**src/rtl/truth_sweep_gen.sv**
```systemverilog
// truth_sweep_gen: exhaustive binary/Gray input sweep with per-vector dwell and truth-table capture
// Define SWEEP_CHECK_EN to add expected-table comparison (exp_table, mism_cnt, first_fail).
module truth_sweep_gen #(
  parameter int N_IN = 4,
  parameter int DWELL = 20,
  parameter int GRAY = 0
) (
  input  logic                 clk,
  input  logic                 rst_n,
  input  logic                 start,
  input  logic                 f_in,
  output logic [N_IN-1:0]      vec,
  output logic                 busy,
  output logic                 done,
  output logic [2**N_IN-1:0]   table_q,
  output logic [N_IN:0]        ones_cnt
`ifdef SWEEP_CHECK_EN
  ,
  input  logic [2**N_IN-1:0]   exp_table,
  output logic [N_IN:0]        mism_cnt,
  output logic [N_IN-1:0]      first_fail
`endif
);
  localparam int DW_W = $clog2(DWELL);
  typedef enum logic [1:0] {S_IDLE, S_RUN, S_DONE} state_t;
  state_t state, state_d;
  logic [DW_W-1:0] dwell;
  logic [N_IN-1:0] step, step_nx, map_nx;
  logic accept, sample, last_step;
  always_comb begin
    accept = start && state != S_RUN;
    sample = state == S_RUN && dwell == DW_W'(DWELL - 1);
    last_step = step == {N_IN{1'b1}};
    step_nx = step + N_IN'(1);
    map_nx = GRAY != 0 ? step_nx ^ (step_nx >> 1) : step_nx;
    state_d = accept ? S_RUN : (sample && last_step) ? S_DONE : state;
  end
  assign busy = state == S_RUN;
  assign done = state == S_DONE;
  always_ff @(posedge clk or negedge rst_n)
    if (!rst_n) state <= S_IDLE;
    else state <= state_d;
  always_ff @(posedge clk or negedge rst_n) begin
    if (!rst_n) begin
      dwell <= '0;
      step <= '0;
      vec <= '0;
      table_q <= '0;
      ones_cnt <= '0;
    end else if (accept) begin
      dwell <= '0;
      step <= '0;
      vec <= '0;
      table_q <= '0;
      ones_cnt <= '0;
    end else if (state == S_RUN) begin
      dwell <= sample ? '0 : dwell + DW_W'(1);
      if (sample) begin
        table_q[vec] <= f_in;
        ones_cnt <= ones_cnt + (N_IN+1)'(f_in);
        // vec is left on the final vector once the sweep ends
        if (!last_step) begin
          step <= step_nx;
          vec <= map_nx;
        end
      end
    end
  end
`ifdef SWEEP_CHECK_EN
  always_ff @(posedge clk or negedge rst_n) begin
    if (!rst_n) begin
      mism_cnt <= '0;
      first_fail <= '0;
    end else if (accept) begin
      mism_cnt <= '0;
      first_fail <= '0;
    end else if (sample && f_in != exp_table[vec]) begin
      mism_cnt <= mism_cnt + (N_IN+1)'(1);
      if (mism_cnt == '0) first_fail <= vec;
    end
  end
`endif
endmodule

```
**config.mk**
```make
export PLATFORM = sky130hd
export DESIGN_NAME = truth_sweep_gen
export DESIGN_NICKNAME = d
export VERILOG_FILES = /design/src/rtl/truth_sweep_gen.sv
export SDC_FILE = /design/constraint.sdc
export NUM_CORES = 1
export LEC_CHECK = 0
export BUFFER_PORTS_ARGS = -buffer_cell sky130_fd_sc_hd__buf_2
export CAP_MARGIN = 20
export CORE_ASPECT_RATIO = 0.7
export CORE_MARGIN = 8
export CORE_UTILIZATION = 40
export CTS_CLUSTER_SIZE = 16
export DETAILED_ROUTE_END_ITERATION = 6
export PLACE_DENSITY = 0.61
export REMOVE_ABC_BUFFERS = 1
export SYNTH_ARGS = -nofsm -noshare
export SYNTH_HDL_FRONTEND = slang
export SYNTH_SLANG_ARGS = --single-unit
export TNS_END_PERCENT = 20
```
**constraint.sdc**
```tcl
create_clock -name clk -period 2.4 [get_ports clk]
set_clock_uncertainty 0.2 [all_clocks]
set_input_delay 0.24 -clock clk [delete_from_list [all_inputs] [get_ports clk]]
set_output_delay 0.24 -clock clk [all_outputs]
set_load 0.05 [all_outputs]
```
# --- After elaboration in Yosys (flattened, before gate mapping) ---
# Index checks and enable logic that the tools add are counted.
op_classes:
  n_shift: 0
  muxes: 18
  n_lt_le_gt_ge: 2
  n_bitwise: 0
  n_eq_ne: 6
  reduce_logical: 9
  n_div: 0
  addsub: 3
  mul: 0
ops:
  columns: ["operator", "n"]
  rows:
  - ["two-way mux 16 bit", 3]
  - ["two-way mux 5 bit", 6]
  - ["bitwise mux 16 bit", 1]
  - ["two-way mux 4 bit", 4]
  - ["nonzero test 2 bit", 3]
  - ["adder 5 x 1 -> 5 bit", 1]
  - ["adder 5 x 1 -> 5 bit, second input constant", 1]
  - ["== test 5 bit, second input constant", 1]
  - ["less-than comparator 4 x 5 -> 1 bit, second input constant", 1]
  - ["adder 4 x 1 -> 4 bit, second input constant", 1]
  - ["demux 1 bit (select 4 bit)", 1]
  - ["== test 4 bit, second input constant", 1]
  - [">= comparator 4 x 1 -> 1 bit, second input constant", 1]
  - ["logical AND 1 bit", 4]
  - ["two-way mux 2 bit", 2]
  - ["AND reduction 3 bit", 1]
  - ["== test 2 x 1 -> 1 bit, second input constant", 1]
  - ["== test 2 bit, second input constant", 1]
  - ["inequality test 2 x 1 -> 1 bit, second input constant", 1]
  - ["inequality test 2 bit, second input constant", 1]
  - ["AND reduction 2 bit", 1]
  - ["two-way mux 1 bit", 1]
word_totals:
  mem_count: 0
  mem_bits_rw: 0
  rom_bits: 0
  out_inout_bits: 27
  inputBits: 4
  ff_bits: 32
  latchBits: 0

# --- Longest topological paths before layout ---
# Gate-level depths: netlist (run 1).
depth:
  ltp_word: 8
  mapped_depth: 6
  depth_no_buf: 5

# --- Worst setup path after synthesis (run 1) ---
# OpenSTA, ideal clock, no wires.
synth_path:
  path_type: "reg2reg"
  from: "register step[0]"
  to: "register step[1]"
  stages_incl_launch_ff: 5
  arrival_time_ns: 1.608
  setup_slack_ns: 0.467
  required_time_ns: 2.075
  period_less_slack_ns: 1.933
  path_cell_list: "dfrtp_1 ha_1 buf_2 a211o_1 mux2_4"
synth_between:
  elab_chain_cells: 5
  elab_cells_between_ends: 8
  cone_classes: "1 x add/sub; 2 x eq/ne; 4 x mux; 1 x reduce/logical"
synth_rtl:
  columns: ["item", "line", "rtl"]
  rows:
  - ["start: declaration", "28", "logic [N_IN-1:0] step, step_nx, map_nx;"]
  - ["start signal: assignment", "63", "step <= step_nx;"]
  - ["adder 4 x 1 -> 4 bit", "34", "step_nx = step + N_IN'(1);"]
  - ["two-way mux 4 bit", "62", "if (!last_step) begin"]
  - ["two-way mux 4 bit", "58", "if (sample) begin"]
  - ["two-way mux 4 bit", "56", "end else if (state == S_RUN) begin"]
  - ["two-way mux 4 bit", "50", "end else if (accept) begin"]
# Several ways; a longest one is shown, not always the timed one. The select of a mux whose other input is x is not followed.
# A chain may end at the register's enable or synchronous reset.

# --- Worst setup path after layout (run 1) ---
layout_path:
  from: "register state[0]"
  to: "output port busy"
layout_between:
  elab_chain_cells: 1
layout_rtl:
  columns: ["item", "line", "rtl"]
  rows:
  - ["start: declaration", "26", "state_t state, state_d;"]
  - ["start signal: assignment", "42", "else state <= state_d;"]
  - ["== test 2 x 1 -> 1 bit", "38", "assign busy = state == S_RUN;"]
  - ["end: declaration", "13", "output logic busy,"]
# Every way passes these cells.

==> results of run 1 <==
worst paths after layout:
path	startpoint	endpoint	slack, ns	depth (start not counted)
max	state[0]	busy	0.20	3
min	start	ones_cnt[4]	0.12	3
max reg2reg	dwell[0]	table_q[11]	0.45	5
min reg2reg	ones_cnt[2]	ones_cnt[2]	0.32	1
max in group asynchronous	rst_n	table_q[9]	1.19	2
min in group asynchronous	rst_n	ones_cnt[4]	0.35	2
critical path, cell delays in order (launching register included):
cell and delay, ns:
dfrtp_1 0.45, nand2b_1 0.22, inv_2 0.44, buf_2 0.36
registers in the layout (all words and copies together) (netlist names):
register / cells
dwell: 5
state: 2
table_q: 16
step: 4
ones_cnt: 5
kinds of logic (layout without fill, tap and decap cells):
family | Yosys count | count (layout) | synth area share
DFF | 32 | 32 | 0.454
AOI/OAI and AO/OA | 39 | 39 | 0.136
muxes | 25 | 25 | 0.146
buffers and inverters | 18 | 49 | 0.0596
adders and majority gates | 7 | 7 | 0.0496
and+or+nand+nor | 42 | 42 | 0.155
per-stage QoR:
stage	std cells	worst slack (ns)
floorplan	153	0.510
global placement	240	0.537
detailed placement	240	0.476
CTS	249	0.218
global route	249	0.123
finish	249	0.198
final cells by class:
cell class | instances | area [µm²] | area share
tap | 55 | 68.8 | 0.0340
timing repair buffer | 33 | 175 | 0.0866
multi-input combinational | 113 | 858 | 0.424
inverter | 8 | 30.0 | 0.0148
sequential | 32 | 801 | 0.396
clock buffer | 8 | 90.1 | 0.0445
per-layer routing:
metal,vias up,wire length [µm]
li1,669,-
met1,673,1990
met2,42,2000
met3,4,235
met4,0,59
met5,-,0
power by group:
group	internal, µW	switching, µW	total, µW
combinational	202	423	625
sequential	620	78.3	698
clock	234	193	427
what timing repair did:
action | 4_1_cts | 5_1_grt
hold buffers | 1 | 0
resized for setup | 0 | 0
hold endpoints to repair | 32 | 0
cell usage in the layout, fill, tap and decap left out, types with 3 or more instances in the layout:
cell / Yosys / final
nor2b_1: 3 / 3
clkbuf_8: 0 / 6
nand3_1: 4 / 4
mux2i_1: 22 / 22
buf_2: 3 / 30
ha_1: 7 / 7
inv_1: 7 / 7
o21ai_0: 21 / 21
nand4_1: 16 / 16
a21o_1: 3 / 3
a22o_1: 3 / 3
dfrtp_1: 32 / 32
nor2_1: 6 / 6
==> key figures, run 1 <==
Status
  • Status: complete, no violations

Floorplanning
  • Die ar.: 6830 µm²
  • Initial Utilization: 0.412
  • Core area: 4280 µm²
  • Rows: 20
  • Die height: 71.6 µm
  • Die extent in x: 95.4 µm
  • Ports: 31

Logic synthesis
  • Synth top area cells: dfrtp_1, mux2i_1, o21ai_0
  • Most common cell in the netlist: dfrtp_1
  • Main synth FF type: dfrtp_1
  • EDFF count, synth: 0
  • Synthesized area: 1760 µm²
  • Register area share after synthesis: 0.454
  • Mapped Avg Cell Area: 10.8 µm²
  • Ys async rst share: 1.00
  • Yosys top cell area share: 0.454
  • Cells after Synth: 163
  • Post-synth top cells: dfrtp_1, mux2i_1, o21ai_0
  • Dominant cell type by area after synthesis: dfrtp_1
  • Synth cell types: 36
  • Synthesis-stage register bit count: 32
  • Synth Warn #: 0

Global routing
  • Global-route track usage on met3: 0.0334
  • Initial antenna violation count: 0
  • GRT Total Usage: 0.134
  • Met2 usage: 0.206
  • Number of global-route vias before repair: 1470
  • Wire length of the first global-routing pass: 7.29 mm
  • Largest net degree at the start of global routing: 33
  • Most used routing layer in global routing: met2
  • Met1 GRT Util: 0.174
  • Gr ovfl total: 0

Clock network
  • Clk slew on worst S/H paths: 0.07 ns
  • Worst skew pair latency: 0.28 ns
  • CTS Buf Count: 5
  • Root Driver: clkbuf_8
  • CTS tree: yes
  • Clock buffer depth: 2
  • Clk sink count: 32
  • Post-CTS Setup Bufs: 0
  • H-Tree Depth: 2

Timing
  • Hold Vio Cnt, Final: 0
  • Max Freq: 0.454 GHz
  • Post-route clock period utilization: 0.917
  • Setup violations, final: 0
  • Final hold slack: 0.124 ns
  • Max Slew Vio Count: 0
  • RSZ-0062 raised after global routing: no
  • Worst slew pin tran: 0.717 ns
  • Final setup TNS: 0 ns
  • Min Tclk post-route: 2.20 ns
  • Rel. slew slack: 0.522

Route
  • Iteration-0 DRC Markers: 109
  • Total Wirelength: 4.29 mm
  • TritonRoute pass-1 iters: 5
  • Via count: 1388
  • DRC violations left: 0
  • Post-DR wirelength/cell: 17.2 µm
  • Vias per inst: 5.57
  • Routed Antenna Nets: 0

Finish
  • Design area: 2020 µm²
  • Synthesis-to-layout area growth: 14.7%
  • # fillers: 415
  • Fin util: 0.473
  • Layout cell share with drive strength beyond 1: 0.227
  • Final nets: 204
  • Diode count: 0

Pwr
  • Leakage: 0.00108 µW
  • Pwr Density: 865 nW/µm²
  • Maximum VDD drop: 0.480 mV
  • Final Total Pwr: 1750 µW

Place
  • RD Place Congestion: 0.801
  • Port bufs: 30
  • Post-DP Area: 1920 µm²
  • Final HPWL DP: 2.97 mm

Critical path
  • CP Launch Type: flop
  • Critical path type: reg2out
  • CP arrival: 1.76 ns
  • Critical Path End Type: output port
  • Critical path required time: 1.96 ns
  • Crit-path max FO: 29

Run
  • Max-Cap Viols: 0

Worst hold path
  • Hold crit path type: in2reg
(Power assumes the default switching activity.)
==> run 2, diff against run 1 <==
Settings changed: GPL_TIMING_DRIVEN from default to 0.
==> key figures, run 2 (synthesis gave the netlist of run 1 again) <==
Timing
  • Post-route clock period utilization: 0.948 (was 0.917)
  • Worst slew pin tran: 0.705 ns (was 0.717 ns)
  • Min Tclk post-route: 2.27 ns (was 2.20 ns)
  • Max Slew Vio Count: 0 (unchanged)
  • Setup violations, final: 0 (unchanged)
  • Rel. slew slack: 0.530 (was 0.522)
  • RSZ-0062 raised after global routing: no (unchanged)
  • Max Freq: 0.440 GHz (was 0.454 GHz)
  • Final setup TNS: 0 ns (unchanged)
  • Hold Vio Cnt, Final: 0 (unchanged)

Global routing
  • Gr ovfl total: 0 (unchanged)
  • GRT Total Usage: 0.133 (was 0.134)
  • Largest net degree at the start of global routing: 33 (unchanged)
  • Initial antenna violation count: 0 (unchanged)
  • Number of global-route vias before repair: 1388 (was 1470)
  • Wire length of the first global-routing pass: 7.12 mm (was 7.29 mm)

Critical path
  • Crit-path max FO: 19 (was 29)
  • Critical path required time: 2.38 ns (was 1.96 ns)
  • CP Cell Sequence: ha_1, and4bb_1, nand4_1, a21o_1 (was nand2b_1, inv_2, buf_2)
  • Critical path type: reg2reg (was reg2out)
  • CP Launch Type: flop (unchanged)
  • Buf/Inv on CP: 0 (was 2)
  • Critical Path End Type: flop (was output port)
  • Critical path's slowest cell: and4bb_1 (was dfrtp_1)
  • CP arrival: 2.25 ns (was 1.76 ns)
  • Largest stage delay on the critical path: 0.67 ns (was 0.45 ns)
  • Delay-heaviest family, CP: simple AND/OR/NAND/NOR gates (was buffers and inverters)

Place
  • Final HPWL DP: 2.97 mm (about the same)
  • Port bufs: 30 (unchanged)
  • RD Place Congestion: 0.801 (about the same)

Clock network
  • H-Tree Depth: 2 (unchanged)
  • Clk slew on worst S/H paths: 0.07 ns (about the same)
  • Root Driver: clkbuf_8 (unchanged)
  • Post-CTS Setup Bufs: 0 (unchanged)
  • CTS tree: yes (unchanged)
  • Worst skew pair latency: 0.29 ns (was 0.28 ns)
  • CTS Buf Count: 5 (unchanged)
  • Clock buffer depth: 2 (unchanged)
  • Clk sink count: 32 (unchanged)

Route
  • TritonRoute pass-1 iters: 4 (was 5)
  • Via count: 1399 (was 1388)
  • Vias per inst: 5.64 (was 5.57)
  • Routed Antenna Nets: 0 (unchanged)
  • Iteration-0 DRC Markers: 136 (was 109)
  • Total Wirelength: 4.14 mm (was 4.29 mm)
  • DRC violations left: 0 (unchanged)
  • Post-DR wirelength/cell: 16.7 µm (was 17.2 µm)

Finish
  • Commonest non-fill, non-tap cell in the layout: dfrtp_1 (unchanged)
  • Synthesis-to-layout area growth: 16.5% (was 14.7%)
  • Commonest cells after routing, fill and taps aside: dfrtp_1, buf_2, mux2i_1 (unchanged)
  • # fillers: 406 (was 415)
  • Layout cell share with drive strength beyond 1: 0.233 (was 0.227)
  • Reg with most FFs: table_q (unchanged)
  • Max reg flops: 16 (unchanged)
  • Largest regs: table_q: 16 flops, dwell: 5 flops, ones_cnt: 5 flops (unchanged)
  • Final nets: 203 (was 204)
  • Fin util: 0.480 (was 0.473)
  • Diode count: 0 (unchanged)

Floorplanning
  • Initial Utilization: 0.412 (unchanged)
  • Die extent in x: 95.4 µm (unchanged)
  • Rows: 20 (unchanged)
  • Ports: 31 (unchanged)
  • Die ar.: 6830 µm² (unchanged)
  • Die height: 71.6 µm (unchanged)
  • Core area: 4280 µm² (unchanged)

Status
  • Status: complete, no violations (unchanged)

Pwr
  • Pwr Density: 916 nW/µm² (was 865 nW/µm²)
  • Leakage: 0.00110 µW (was 0.00108 µW)
  • Maximum VDD drop: 0.420 mV (was 0.480 mV)

Run
  • Max-Cap Viols: 0 (unchanged)

Worst hold path
  • Hold crit path type: in2reg (unchanged)
run 2: cell count changes in the layout (fill, tap and decap cells not counted):
cell       previous run  this run
bufinv_16             0         1
clkbuf_1              2         0
clkbuf_8              6         7
buf_4                 2         0
buf_6                 0         1
run 2: final cells by class:
| cell class | count | area, µm² | share of cell area |
|---|---|---|---|
| clock buffers | 7 | 96.3 | 0.0469 |
| clock inverters | 1 | 30.0 | 0.0146 |
| inverters | 8 | 30.0 | 0.0146 |
| multi-input cells | 113 | 858 | 0.418 |
| flip-flops and latches | 32 | 801 | 0.390 |
| well taps | 55 | 68.8 | 0.0335 |
| repair buffers | 32 | 171 | 0.0834 |
run 2: timing repair:
item,in CTS,in global routing
hold endpoints to repair,32,0
hold buffers,1,0
resized for setup,0,0
run 2: where the power goes:
part	internal (µW)	switching, µW
Clock	366	198
Sequential	620	78.7
Combinational	199	421
run 2: per-layer routing:
metal  GRT usage  share of wire  wire, µm  vias to the layer above
li1            -              -         -                      668
met1       0.178           0.47      1960                      692
met2       0.198           0.46      1900                       32
met3      0.0355          0.049       202                        7
met4      0.0560          0.017        72                        0
met5           0              0         0                        -
run 2: path summary, 6_finish.rpt:
| kind | start | endpoint | slack, ns | depth (start not counted) |
|---|---|---|---|---|
| worst max register to register | dwell[1] | state[0] | 0.13 | 4 |
| min in group asynchronous | rst_n | table_q[5] | 0.34 | 2 |
| worst min-delay path | f_in | table_q[10] | 0.14 | 3 |
| worst min register to register | ones_cnt[2] | ones_cnt[2] | 0.33 | 1 |
| max in group asynchronous | rst_n | state[1] | 1.20 | 2 |
| worst max-delay path | dwell[1] | state[0] | 0.13 | 4 |
run 2: per-stage QoR:
stage	area [µm²]	hold WS (ns)	std cells	total power, µW	setup WS (ns)
CTS	2060	0.138	248	1900	0.184
floorplan	1690	-0.256	153	1150	0.510
global placement	1910	0.125	238	1290	0.0777
global route	2060	0.172	248	1990	0.0560
finish	2060	0.138	248	1880	0.126
detailed placement	1920	0.138	239	1320	0.213
run 2: worst reg2reg max path, delay by kind of cell, from the launching register on:
kind | cells | cell delay (ns)
and+or+nand+nor | 2 | 1.02
DFF | 1 | 0.38
AOI/OAI and AO/OA | 1 | 0.26
adders and majority gates | 1 | 0.30
==> run 3, diff against run 2 <==
Settings changed: PLACE_DENSITY 0.61 to 0.64, SETUP_SLACK_MARGIN from default to 0.5.
Clock period 2.4 ns to 1.95 ns, I/O delays scaled along.
==> key figures, run 3 (synthesis gave the netlist of run 1 again) <==
Status
  • Status: complete, no violations (unchanged)

Critical path
  • Delay-heaviest family, CP: flip-flops (was simple AND/OR/NAND/NOR gates)
  • Critical path type: reg2reg (unchanged)
  • Critical path required time: 1.92 ns (was 2.38 ns)
  • Buf/Inv on CP: 0 (unchanged)
  • CP arrival: 1.65 ns (was 2.25 ns)
  • CP Launch Type: flop (unchanged)
  • R2r startpoint: dwell[0] (was dwell[1])
  • Largest stage delay on the critical path: 0.40 ns (was 0.67 ns)
  • Cells on worst reg2reg path: 4 (unchanged)
  • Critical path's slowest cell: dfrtp_1 (was and4bb_1)
  • RR Endpoint: step[1] (was state[0])
  • Critical Path End Type: flop (unchanged)
  • CP Cell Sequence: ha_4, nand4bb_4, a211o_1, mux2_4 (was ha_1, and4bb_1, nand4_1, a21o_1)
  • Worst R2R Setup Slack: 0.27 ns (was 0.13 ns)
  • Crit-path max FO: 6 (was 19)

Global routing
  • GRT Total Usage: 0.141 (was 0.133)
  • Wire length of the first global-routing pass: 7.51 mm (was 7.12 mm)
  • Largest net degree at the start of global routing: 33 (unchanged)
  • Initial antenna violation count: 0 (unchanged)
  • Gr ovfl total: 0 (unchanged)
  • Number of global-route vias before repair: 1501 (was 1388)

Route
  • TritonRoute pass-1 iters: 5 (was 4)
  • Post-DR wirelength/cell: 17.3 µm (was 16.7 µm)
  • Vias per inst: 5.57 (was 5.64)
  • Iteration-0 DRC Markers: 149 (was 136)
  • Via count: 1477 (was 1399)
  • DRC violations left: 0 (unchanged)
  • Routed Antenna Nets: 0 (unchanged)
  • Total Wirelength: 4.60 mm (was 4.14 mm)

Timing
  • Rel. slew slack: 0.521 (was 0.530)
  • Worst slew pin tran: 0.718 ns (was 0.705 ns)
  • Post-route clock period utilization: 0.863 (was 0.948)
  • Final setup TNS: 0 ns (unchanged)
  • Max Freq: 0.594 GHz (was 0.440 GHz)
  • Worst Slack Setup Final: 0.267 ns (was 0.126 ns)
  • Max Slew Vio Count: 0 (unchanged)
  • Hold Vio Cnt, Final: 0 (unchanged)
  • Min Tclk post-route: 1.68 ns (was 2.27 ns)
  • RSZ-0062 raised after global routing: yes (was no)
  • Setup violations, final: 0 (unchanged)

Floorplanning
  • Die extent in x: 95.4 µm (unchanged)
  • Ports: 31 (unchanged)
  • Initial Utilization: 0.412 (unchanged)
  • Core area: 4280 µm² (unchanged)
  • Die ar.: 6830 µm² (unchanged)
  • Die height: 71.6 µm (unchanged)
  • Rows: 20 (unchanged)

Clock network
  • Clk slew on worst S/H paths: 0.07 ns (about the same)
  • Clock buffer depth: 2 (unchanged)
  • Worst skew pair latency: 0.29 ns (about the same)
  • CTS Buf Count: 5 (unchanged)
  • Clk sink count: 32 (unchanged)
  • H-Tree Depth: 2 (unchanged)
  • CTS tree: yes (unchanged)
  • Root Driver: clkbuf_8 (unchanged)

Finish
  • Max reg flops: 16 (unchanged)
  • Diode count: 0 (unchanged)
  • Commonest cells after routing, fill and taps aside: dfrtp_1, buf_2, mux2i_1 (unchanged)
  • Reg with most FFs: table_q (unchanged)
  • Layout cell share with drive strength beyond 1: 0.338 (was 0.233)
  • Largest regs: table_q: 16 flops, dwell: 5 flops, ones_cnt: 5 flops (unchanged)
  • Design area: 2250 µm² (was 2060 µm²)
  • Synthesis-to-layout area growth: 27.7% (was 16.5%)
  • Final nets: 220 (was 203)
  • Fin util: 0.527 (was 0.480)

Pwr
  • Pwr Density: 1090 nW/µm² (was 916 nW/µm²)
  • Maximum VDD drop: 0.507 mV (was 0.420 mV)
  • Leakage: 0.00118 µW (was 0.00110 µW)
  • Final Total Pwr: 2450 µW (was 1880 µW)

Place
  • Pre-CTS setup slack: -0.221 ns (was 0.213 ns)
  • Port bufs: 30 (unchanged)
  • RD Place Congestion: 0.790 (was 0.801)
  • Final HPWL DP: 3.01 mm (was 2.97 mm)
  • Post-DP Area: 1920 µm² (about the same)

Worst hold path
  • Worst Hold Launch: start (was f_in)
  • Hold Path Sink: ones_cnt[4] (was table_q[10])
  • Hold path cells: 3 (unchanged)
  • Hold crit path type: in2reg (unchanged)

Run
  • Max-Cap Viols: 0 (unchanged)
## run 3: changes by cell type in the layout (fill, tap and decap cells not counted), sizes merged
cell / before / now
buf: 31 / 47
bufinv: 1 / 0
clkbuf: 7 / 8
inv: 8 / 9
## run 3: how the worst max path moves through the flow
stage,startpoint,endpoint,slack (ns),depth (start not counted)
finish,dwell[0],step[1],0.27,4
global route,dwell[0],table_q[14],0.22,5
CTS,dwell[1],step[1],0.30,4
detailed placement,dwell[0],state[0],-0.22,4
global placement,dwell[4],state[0],-0.29,3
floorplan,step[0],step[1],0.06,3
## run 3: worst reg2reg max path, cell delays in order, from the launching register on
cell       delay (ns)
dfrtp_1          0.40
ha_4             0.20
nand4bb_4        0.16
a211o_1          0.30
mux2_4           0.31
## run 3: metal layers
| layer | routed length [µm] | track usage |
|---|---|---|
| met1 | 2060 | 0.176 |
| met3 | 199 | 0.0251 |
| met5 | 0 | 0 |
| met4 | 91 | 0.0832 |
| met2 | 2250 | 0.221 |
## run 3: cell type report
type	count	area, µm²
flip-flops and latches	32	805
multi-input cells	113	916
repair inverters	1	6.26
fillers	376	2030
clock buffers	8	90.1
inverters	8	37.5
repair buffers	48	330
well taps	55	68.8
## run 3: power by group
part           internal, µW  switching (µW)  total [µW]  leakage, µW
logic                   451             579        1030     0.000709
registers               765             121         886     0.000426
clock network           288             242         530    0.0000455
total                  1500             942        2450      0.00118
## run 3: timing repair
action / 4_1_cts / 5_1_grt
cloned: 1 / 0
setup buffers: 13 / 3
hold buffers: 1 / 0
pin swaps: 6 / 1
endpoints found under the setup margin: 34 / 36
hold endpoints to repair: 32 / 0
resized for setup: 25 / 1
## run 3: metrics by stage
stage | cells | hold slack, ns
finish | 265 | 0.0885
global route | 265 | 0.116
CTS | 262 | 0.0930
detailed placement | 239 | 0.0940
global placement | 238 | 0.0699
floorplan | 153 | -0.301
